[src/rtl/c2_seq_multiplier.sv]
// rtl/c2_seq_multiplier.sv - sequential shift-and-add unsigned multiplier around a C2-cell ripple-carry adder
// One adder pass per cycle; the product lands in a held register with a one-cycle done pulse.

module c2_cell (
  input  logic x,
  input  logic y,
  input  logic ci,
  output logic s,
  output logic co
);
  assign s  = x ^ y ^ ci;
  assign co = (x & y) | (ci & (x ^ y));
endmodule

module c2_ripple_adder #(
  parameter int W = 5
) (
  input  logic [W-1:0] x,
  input  logic [W-1:0] y,
  output logic [W-1:0] s,
  output logic         co
);
  logic [W:0] carry;

  assign carry[0] = 1'b0;
  assign co       = carry[W];

  for (genvar i = 0; i < W; i++) begin : g_cell
    c2_cell u_cell (
      .x  (x[i]),
      .y  (y[i]),
      .ci (carry[i]),
      .s  (s[i]),
      .co (carry[i+1])
    );
  end
endmodule

module c2_seq_multiplier #(
  parameter int SIZE = 5
) (
  input  logic              clk,
  input  logic              rst,
  input  logic              start,
  input  logic [SIZE-1:0]   a,
  input  logic [SIZE-1:0]   b,
  output logic              busy,
  output logic              done,
  output logic [2*SIZE-1:0] product
);
  localparam int CW = $clog2(SIZE + 1);

  typedef enum logic [1:0] {
    IDLE = 2'd0,
    ADD  = 2'd1,
    DONE = 2'd2
  } state_t;

  state_t state_q, state_d;

  logic [SIZE-1:0]   a_q;
  logic [SIZE-1:0]   p_hi;
  logic [SIZE-1:0]   q;
  logic [CW-1:0]     cnt;
  logic [2*SIZE-1:0] product_q;

  logic [SIZE-1:0]   addend;
  logic [SIZE-1:0]   sum;
  logic              carry;
  logic [2*SIZE-1:0] next_pq;
  logic              last_iter;

  assign addend = q[0] ? a_q : '0;

  c2_ripple_adder #(.W(SIZE)) u_adder (
    .x  (p_hi),
    .y  (addend),
    .s  (sum),
    .co (carry)
  );

  // {carry,sum,q} shifted right by one; q[0] has been consumed as the multiplier bit
  assign next_pq   = {carry, sum, q[SIZE-1:1]};
  assign last_iter = (cnt == CW'(SIZE - 1));

  always_comb begin
    state_d = state_q;
    case (state_q)
      IDLE:    if (start) state_d = ADD;
      ADD:     if (last_iter) state_d = DONE;
      DONE:    state_d = IDLE;
      default: state_d = IDLE;
    endcase
  end

  always_ff @(posedge clk) begin
    if (!rst) begin
      state_q   <= IDLE;
      a_q       <= '0;
      p_hi      <= '0;
      q         <= '0;
      cnt       <= '0;
      product_q <= '0;
    end else begin
      state_q <= state_d;
      case (state_q)
        IDLE: begin
          if (start) begin
            a_q  <= a;
            q    <= b;
            p_hi <= '0;
            cnt  <= '0;
          end
        end
        ADD: begin
          p_hi <= next_pq[2*SIZE-1:SIZE];
          q    <= next_pq[SIZE-1:0];
          cnt  <= cnt + CW'(1);
          if (last_iter) product_q <= next_pq;
        end
        default: ;
      endcase
    end
  end

  assign busy    = (state_q == ADD);
  assign done    = (state_q == DONE);
  assign product = product_q;
endmodule

[config.mk]
export PLATFORM = sky130hd
export DESIGN_NAME = c2_seq_multiplier
export DESIGN_NICKNAME = d
export VERILOG_FILES = /design/src/rtl/c2_seq_multiplier.sv
export SDC_FILE = /design/constraint.sdc
export NUM_CORES = 1
export LEC_CHECK = 0
export ABC_AREA = 1
export BUFFER_PORTS_ARGS = -buffer_cell sky130_fd_sc_hd__buf_2
export CORE_ASPECT_RATIO = 1.5
export CORE_MARGIN = 2
export CORE_UTILIZATION = 58
export CTS_CLUSTER_SIZE = 30
export DETAILED_ROUTE_END_ITERATION = 8
export PLACE_DENSITY = 0.82
export SLEW_MARGIN = 20
export SYNTH_ARGS = -nofsm -noshare
export SYNTH_HDL_FRONTEND = slang
export SYNTH_SLANG_ARGS = --single-unit
[constraint.sdc]
create_clock -name clk -period 4.2 [get_ports clk]
set_input_delay 0.21 -clock clk [delete_from_list [all_inputs] [get_ports clk]]
set_output_delay 0.21 -clock clk [all_outputs]
set_load 0.01 [all_outputs]
==> flow_metrics.py, run 1 <==
metrics = {
    "synthesis": {
        "yosys.cell_types.count": 17,
        "synth_top_area_share_pct": 42.9,
        "syn_area_per_cell_um2": 7.33,
        "synth-seq-cells": 30,
        "syn_nets": 211,
        "yosysWarnings": 0,
        "synthTopCellsByArea": "dfxtp_1, nand2_1, nand3_1, nor2_1, fa_1",
        "netlist_instances": 191,
        "syn_area_um2": 1400,
        "yosysSeqAreaShare_pct": 42.9,
        "yosys.area.top_type": "dfxtp_1",
    },
    "detailed_routing": {
        "antenna_left": 0,
        "dr.pass1.iters": 4,
        "detail_route.wirelength_um": 2570,
        "drtIter0Drc": 20,
        "vias_per_cell": 5.10,
        "drt-wirelength-per-cell_um": 10.8,
        "drc": 0,
        "num_vias": 1214,
    },
    "final_layout": {
        "final_nets": 234,
        "fin_util_pct": 68.5,
        "antenna_cells": 0,
        "drive_gt1_share_pct": 17.2,
        "final_cell_mix": "nand2_1, dfxtp_1, nor2_1, nand3_1, buf_2",
        "fin_cells": 238,
        "area_growth_pct": 10.6,
        "fill_cells": 203,
        "final_common_cell": "nand2_1",
    },
    "clock_network": {
        "cts_sinks": 30,
        "worstSkewPairLatency_ns": 0.34,
        "cts_buffers": 5,
        "cts_tree": "built",
        "h-tree-depth": 2,
        "clkTransAtPathRegs_ns": 0.09,
        "root_buffer": "clkbuf_4",
        "ctsLongestPathBuffers": 2,
        "ctsResizeCount": 0,
        "post-cts-setup-buffer-count": 0,
        "cts_hold_buf": 0,
    },
    "pwr": {
        "pwr-share-clk_pct": 33.0,
        "p_leak_uw": 0.000784,
        "power_switching_uw": 143,
        "p_per_area_nw_per_um2": 348,
        "ir_drop_mv": 0.259,
        "internal_power_uw": 397,
        "p_seq_share_pct": 56.8,
        "switching_share_pct": 26.4,
        "comb_power_share_pct": 10.2,
    },
    "setup_path": {
        "ff2ff_setup_slack_ns": 1.69,
        "start_kind": "flip-flop",
        "r2r_cells": 11,
        "worstPathMaxFanout": 6,
        "startpoint": "q[0]$_SDFFE_PN0P_",
        "required_ns": 4.47,
        "cp-end-kind": "flip-flop",
        "reg2reg_from": "q[0]$_SDFFE_PN0P_",
        "crit_arrival_ns": 2.78,
        "r2r-end": "p_hi[3]$_SDFFE_PN0P_",
        "path_class": "reg2reg",
    },
    "timing": {
        "worst_pin_slew_ns": 0.532,
        "max_slew_margin_pct": 64.5,
        "finClkSkew_ns": 0.0102,
        "setup_violations": 0,
        "slew_violations": 0,
        "fin_ws_ns": 1.69,
        "fin_hold_ws_ns": 0.137,
        "max_freq_ghz": 0.399,
        "grt_setup_unrepaired": "false",
        "fin_crit_sh_pct": 59.7,
        "finalCriticalPeriod_ns": 2.51,
        "setup_tns_ns": 0,
        "hold_violations": 0,
    },
    "die": {
        "die_h_um": 64.2,
        "row_count": 21,
        "die_area_um2": 2830,
        "die_width_um": 44.1,
        "core_um2": 2260,
        "start_util_pct": 62.0,
        "ios": 25,
    },
    "global_routing": {
        "grt_overflow": 0,
        "grt_max_degree": 34,
        "grt_pass1_vias": 1111,
        "grt.total_usage_pct": 21.9,
        "grt_pass1_wl_um": 4580,
        "grt_antenna_before_repair": 0,
    },
    "place": {
        "hpwlAfterDp_um": 1890,
        "post-place-ws_ns": 1.72,
        "numPlacedInstances": 230,
        "gp_congestion": 0.828,
        "numPortBuffers": 24,
    },
    "worst_hold_path": {
        "min_path_type": "in2reg",
        "holdPathStages": 3,
        "min_from": "a[0]",
        "min_to": "a_q[0]$_SDFFE_PN0P_",
    },
    "run_status": {
        "outcome": "completed",
    },
    "flow_run": {
        "cap_violations": 0,
    },
}
==> flip-flops by register name, indices dropped and copies added, names as in the netlist <==
register,flops
a_q,5
cnt,3
p_hi,5
product,10
q,5
state_q,2
==> area by class of cell <==
type	count	area, um2	area share (%)
repair buffers	24	120	7.75
flip-flops and latches	30	601	38.8
inverters	23	86.3	5.57
clock buffers	7	55.1	3.55
clock inverters	1	5.00	0.323
multi-input cells	130	653	42.2
well taps	23	28.8	1.86
==> per-layer routing <==
metal	vias up	track usage [%]	part of all wire (%)
met4	0	10.2	2.1
li1	632	-	-
met5	-	0	0
met1	548	23.2	42
met2	27	36.9	50
met3	7	7.91	5.5
==> critical path, cell delays in order, from the launching register on <==
cell,delay [ns]
dfxtp_1,0.42
nand2_1,0.07
inv_1,0.06
ha_1,0.14
fa_1,0.16
inv_1,0.05
fa_1,0.37
fa_1,0.39
fa_1,0.45
inv_1,0.09
nand2_1,0.07
a21oi_1,0.17
==> power groups by stage <==
stage	Clock, uW	Sequential, uW	Combinational (uW)
global placement	0	312	53.6
global route	195	308	64.6
finish	178	306	55.3
CTS	182	306	55.7
floorplan	0	308	47.2
detailed placement	0	313	55.3
==> how the worst max path moves through the flow <==
stage	slack, ns	endpoint
5_1_grt	1.56	p_hi[3]$_SDFFE_PN0P_
3_3_place_gp	1.85	product[8]$_SDFFE_PN0P_
2_1_floorplan	1.90	product[8]$_SDFFE_PN0P_
6_report	1.69	p_hi[3]$_SDFFE_PN0P_
3_5_place_dp	1.72	p_hi[3]$_SDFFE_PN0P_
4_1_cts	1.70	p_hi[3]$_SDFFE_PN0P_
==> per-stage QoR <==
step / power, uW / instance area [um2]
floorplan: 355 / 1400
global placement: 366 / 1490
detailed placement: 368 / 1490
CTS: 544 / 1550
global route: 568 / 1550
finish: 540 / 1550
==> synth_stat cells, drive strengths merged <==
cell,instances
a21oi,7
buf,6
clkbuf,2
dfxtp,30
fa,4
ha,3
inv,23
nand2,55
nand3,26
nor2,28
o21ai,7
==> kinds of logic (layout without fill, tap and decap cells) <==
group | after synthesis | after routing | synth area share (%)
simple gates | 109 | 109 | 32.4
buf+inv | 31 | 55 | 10.5
flops | 30 | 30 | 42.9
compound gates | 14 | 14 | 5.81
fa+ha+maj | 7 | 7 | 8.40
Note: power is estimated with default switching activity, not from simulation.
==> inputs of run 2 (changes only) <==
ABC_AREA = 0   (was 1)
CORE_UTILIZATION = 48   (was 58)
PLACE_DENSITY = 0.73   (was 0.82)
clock period = 2.3 ns   (was 4.2 ns; I/O delays follow)
==> run 2 against run 1 <==
  * Global-route usage shrank 2.4 points
  * Largest cell class unchanged
  * Clock skew shrank 0.0033 ns
  * The run now ends with negative setup slack left
  * Maximum frequency grew 8.7%
  * Highest routed layer unchanged
  * Worst hold slack lost 0.086 ns
==> flow_metrics.py, run 2 <==
metrics = {
    "final_layout": {
        "largest_reg_flops": 10,
        "fill_cells": 253,
        "area_growth_pct": 19.7,
        "antenna_cells": 0,
        "fin_area_um2": 1620,
        "seq_area_um2": 602,
        "final_nets": 189,
        "final_cell_mix": "dfxtp_1, buf_2, nand3_1",
        "multiInputGateArea_um2": 686,
        "final_common_cell": "dfxtp_1",
        "drive_gt1_share_pct": 32.4,
    },
    "global_routing": {
        "grt_pass1_wl_um": 4530,
        "grt_antenna_before_repair": 0,
        "grt_pass1_vias": 1115,
        "grt.total_usage_pct": 19.4,
        "grt_overflow": 0,
        "grt_max_degree": 31,
    },
    "clock_network": {
        "clkTransAtPathRegs_ns": 0.07,
        "h-tree-depth": 2,
        "worstSkewPairLatency_ns": 0.28,
        "root_buffer": "clkbuf_8",
        "cts_hold_buf": 0,
        "cts_tree": "built",
        "cts_sinks": 30,
        "ctsLongestPathBuffers": 2,
        "cts_buffers": 5,
    },
    "worst_hold_path": {
        "min_to": "a_q[4]$_SDFFE_PN0P_",
        "min_from": "a[4]",
        "min_path_type": "in2reg",
        "holdPathStages": 3,
    },
    "synthesis": {
        "syn_nets": 163,
        "yosys.area.top_type": "dfxtp_1",
        "syn_area_per_cell_um2": 9.44,
        "syn_area_um2": 1350,
        "ys_async_sr_fraction_pct": 0,
        "yosys.cell_types.count": 31,
        "synthTopCellsByCount": "dfxtp_1, nand3_1, nand2_1",
        "yosysMostFrequentCell": "dfxtp_1",
        "synthTopCellsByArea": "dfxtp_1, nand3_1, fa_1, nand2_1, a211oi_2",
        "synth_edf_count": 0,
        "yosysWarnings": 0,
        "synth_top_area_share_pct": 44.5,
        "netlist_instances": 143,
        "yosysSeqAreaShare_pct": 44.5,
        "synth-seq-cells": 30,
        "ys.flop_type": "dfxtp_1",
    },
    "timing": {
        "setup_violations": 1,
        "slew_violations": 0,
        "fin_crit_sh_pct": 100,
        "hold_violations": 0,
        "max_freq_ghz": 0.433,
        "max_slew_margin_pct": 51.8,
        "grt_setup_unrepaired": "true",
        "finalCriticalPeriod_ns": 2.31,
        "fin_ws_ns": -0.00686,
        "finClkSkew_ns": 0.00688,
        "worst_pin_slew_ns": 0.722,
    },
    "detailed_routing": {
        "drc": 0,
        "dr.pass1.iters": 4,
        "drtIter0Drc": 12,
        "antenna_left": 0,
        "num_vias": 1106,
        "detail_route.wirelength_um": 2730,
        "vias_per_cell": 5.34,
        "drt-wirelength-per-cell_um": 13.2,
    },
    "flow_run": {
        "cap_violations": 0,
    },
    "place": {
        "place_area_um2": 1480,
        "gp_congestion": 0.776,
        "hpwlAfterDp_um": 1960,
        "post-place-ws_ns": -0.0810,
        "numPortBuffers": 24,
    },
    "setup_path": {
        "r2r_cells": 8,
        "r2r-end": "p_hi[3]$_SDFFE_PN0P_",
        "required_ns": 2.43,
        "reg2reg_from": "q[0]$_SDFFE_PN0P_",
        "start_kind": "flip-flop",
        "ff2ff_setup_slack_ns": -0.007,
        "crit_arrival_ns": 2.44,
        "worstPathMaxFanout": 4,
        "cp-end-kind": "flip-flop",
        "path_class": "reg2reg",
    },
    "run_status": {
        "violations": "negative setup slack",
        "outcome": "finished with violations",
    },
    "pwr": {
        "total_power_uw": 1090,
        "p_leak_uw": 0.000620,
        "ir_drop_mv": 0.445,
        "p_per_area_nw_per_um2": 674,
    },
    "die": {
        "core_um2": 2680,
        "die_area_um2": 3260,
        "start_util_pct": 50.4,
        "ios": 25,
        "die_h_um": 69.0,
        "row_count": 23,
        "die_width_um": 47.3,
    },
}
[run 2: changes by cell type after synthesis, sizes merged, moves of 2 or more]
| cell | change |
|---|---|
| nor2 | -17 |
| nand3 | -8 |
| mux2i | +5 |
| o21ai | +6 |
| inv | -15 |
| a21oi | -6 |
| o32ai | +4 |
| a211oi | +9 |
| and2 | +2 |
| nand2 | -40 |
[run 2: how the worst max path moves through the flow]
stage / from / endpoint / cells after the start
floorplan: q[0]$_SDFFE_PN0P_ / p_hi[3]$_SDFFE_PN0P_ / 8
global placement: q[0]$_SDFFE_PN0P_ / p_hi[3]$_SDFFE_PN0P_ / 8
detailed placement: q[0]$_SDFFE_PN0P_ / p_hi[4]$_SDFFE_PN0P_ / 8
CTS: q[0]$_SDFFE_PN0P_ / p_hi[3]$_SDFFE_PN0P_ / 8
finish: q[0]$_SDFFE_PN0P_ / p_hi[3]$_SDFFE_PN0P_ / 8
global route: q[0]$_SDFFE_PN0P_ / p_hi[3]$_SDFFE_PN0P_ / 8
[run 2: final cells by class]
class,instances,share of cell area [%]
multi-input cells,95,42.4
well taps,37,2.86
clock inverters,2,0.774
clock buffers,6,5.11
flip-flops and latches,30,37.2
inverters,8,1.86
repair buffers,29,9.75
[run 2: layer usage]
| metal | up-vias | global-route usage [%] | part of all wire, % |
|---|---|---|---|
| met5 | - | 0 | 0 |
| li1 | 549 | - | - |
| met3 | 4 | 6.25 | 4.3 |
| met2 | 23 | 35.3 | 55 |
| met1 | 530 | 19.8 | 40 |
| met4 | 0 | 6.94 | 1.1 |
[run 2: cells by family after synthesis]
kind of cell	count (synthesis)	synth area share [%]
adders and majority gates	7	8.71
muxes	6	4.54
buffers and inverters	18	7.14
and+or+nand+nor	51	18.3
DFF	30	44.5
AOI/OAI and AO/OA	31	16.9
[run 2: power breakdown]
group	leakage, uW	internal, uW	total (uW)	switching, uW
Clock	0.0000472	240	435	195
Combinational	0.000328	43.5	99.7	56.2
Sequential	0.000245	538	556	17.6
[run 2: per-stage QoR]
stage / instances / setup TNS, ns / utilization [%] / hold WS, ns
after floorplan: 143 / 0 / - / 0.245
after global placement: 198 / -0.00465 / 55.4 / 0.336
after detailed placement: 198 / -0.166 / 55.4 / 0.349
after CTS: 207 / -0.0124 / 60.4 / 0.0514
after global routing: 207 / -0.161 / 60.4 / 0.0697
final: 207 / -0.00686 / 60.4 / 0.0511
[run 2: timing repair]
item,4_1_cts,5_1_grt
endpoints found under the setup margin,3,3
resized for setup,8,0
pin swaps,2,4
setup buffers,1,0
[run 2: worst max-delay path: stages (launching register included)]
cell,delay [ns]
dfxtp_2,0.34
and2_4,0.15
ha_4,0.12
fa_2,0.18
inv_2,0.04
fa_2,0.33
fa_2,0.36
fa_2,0.57
o32ai_1,0.07
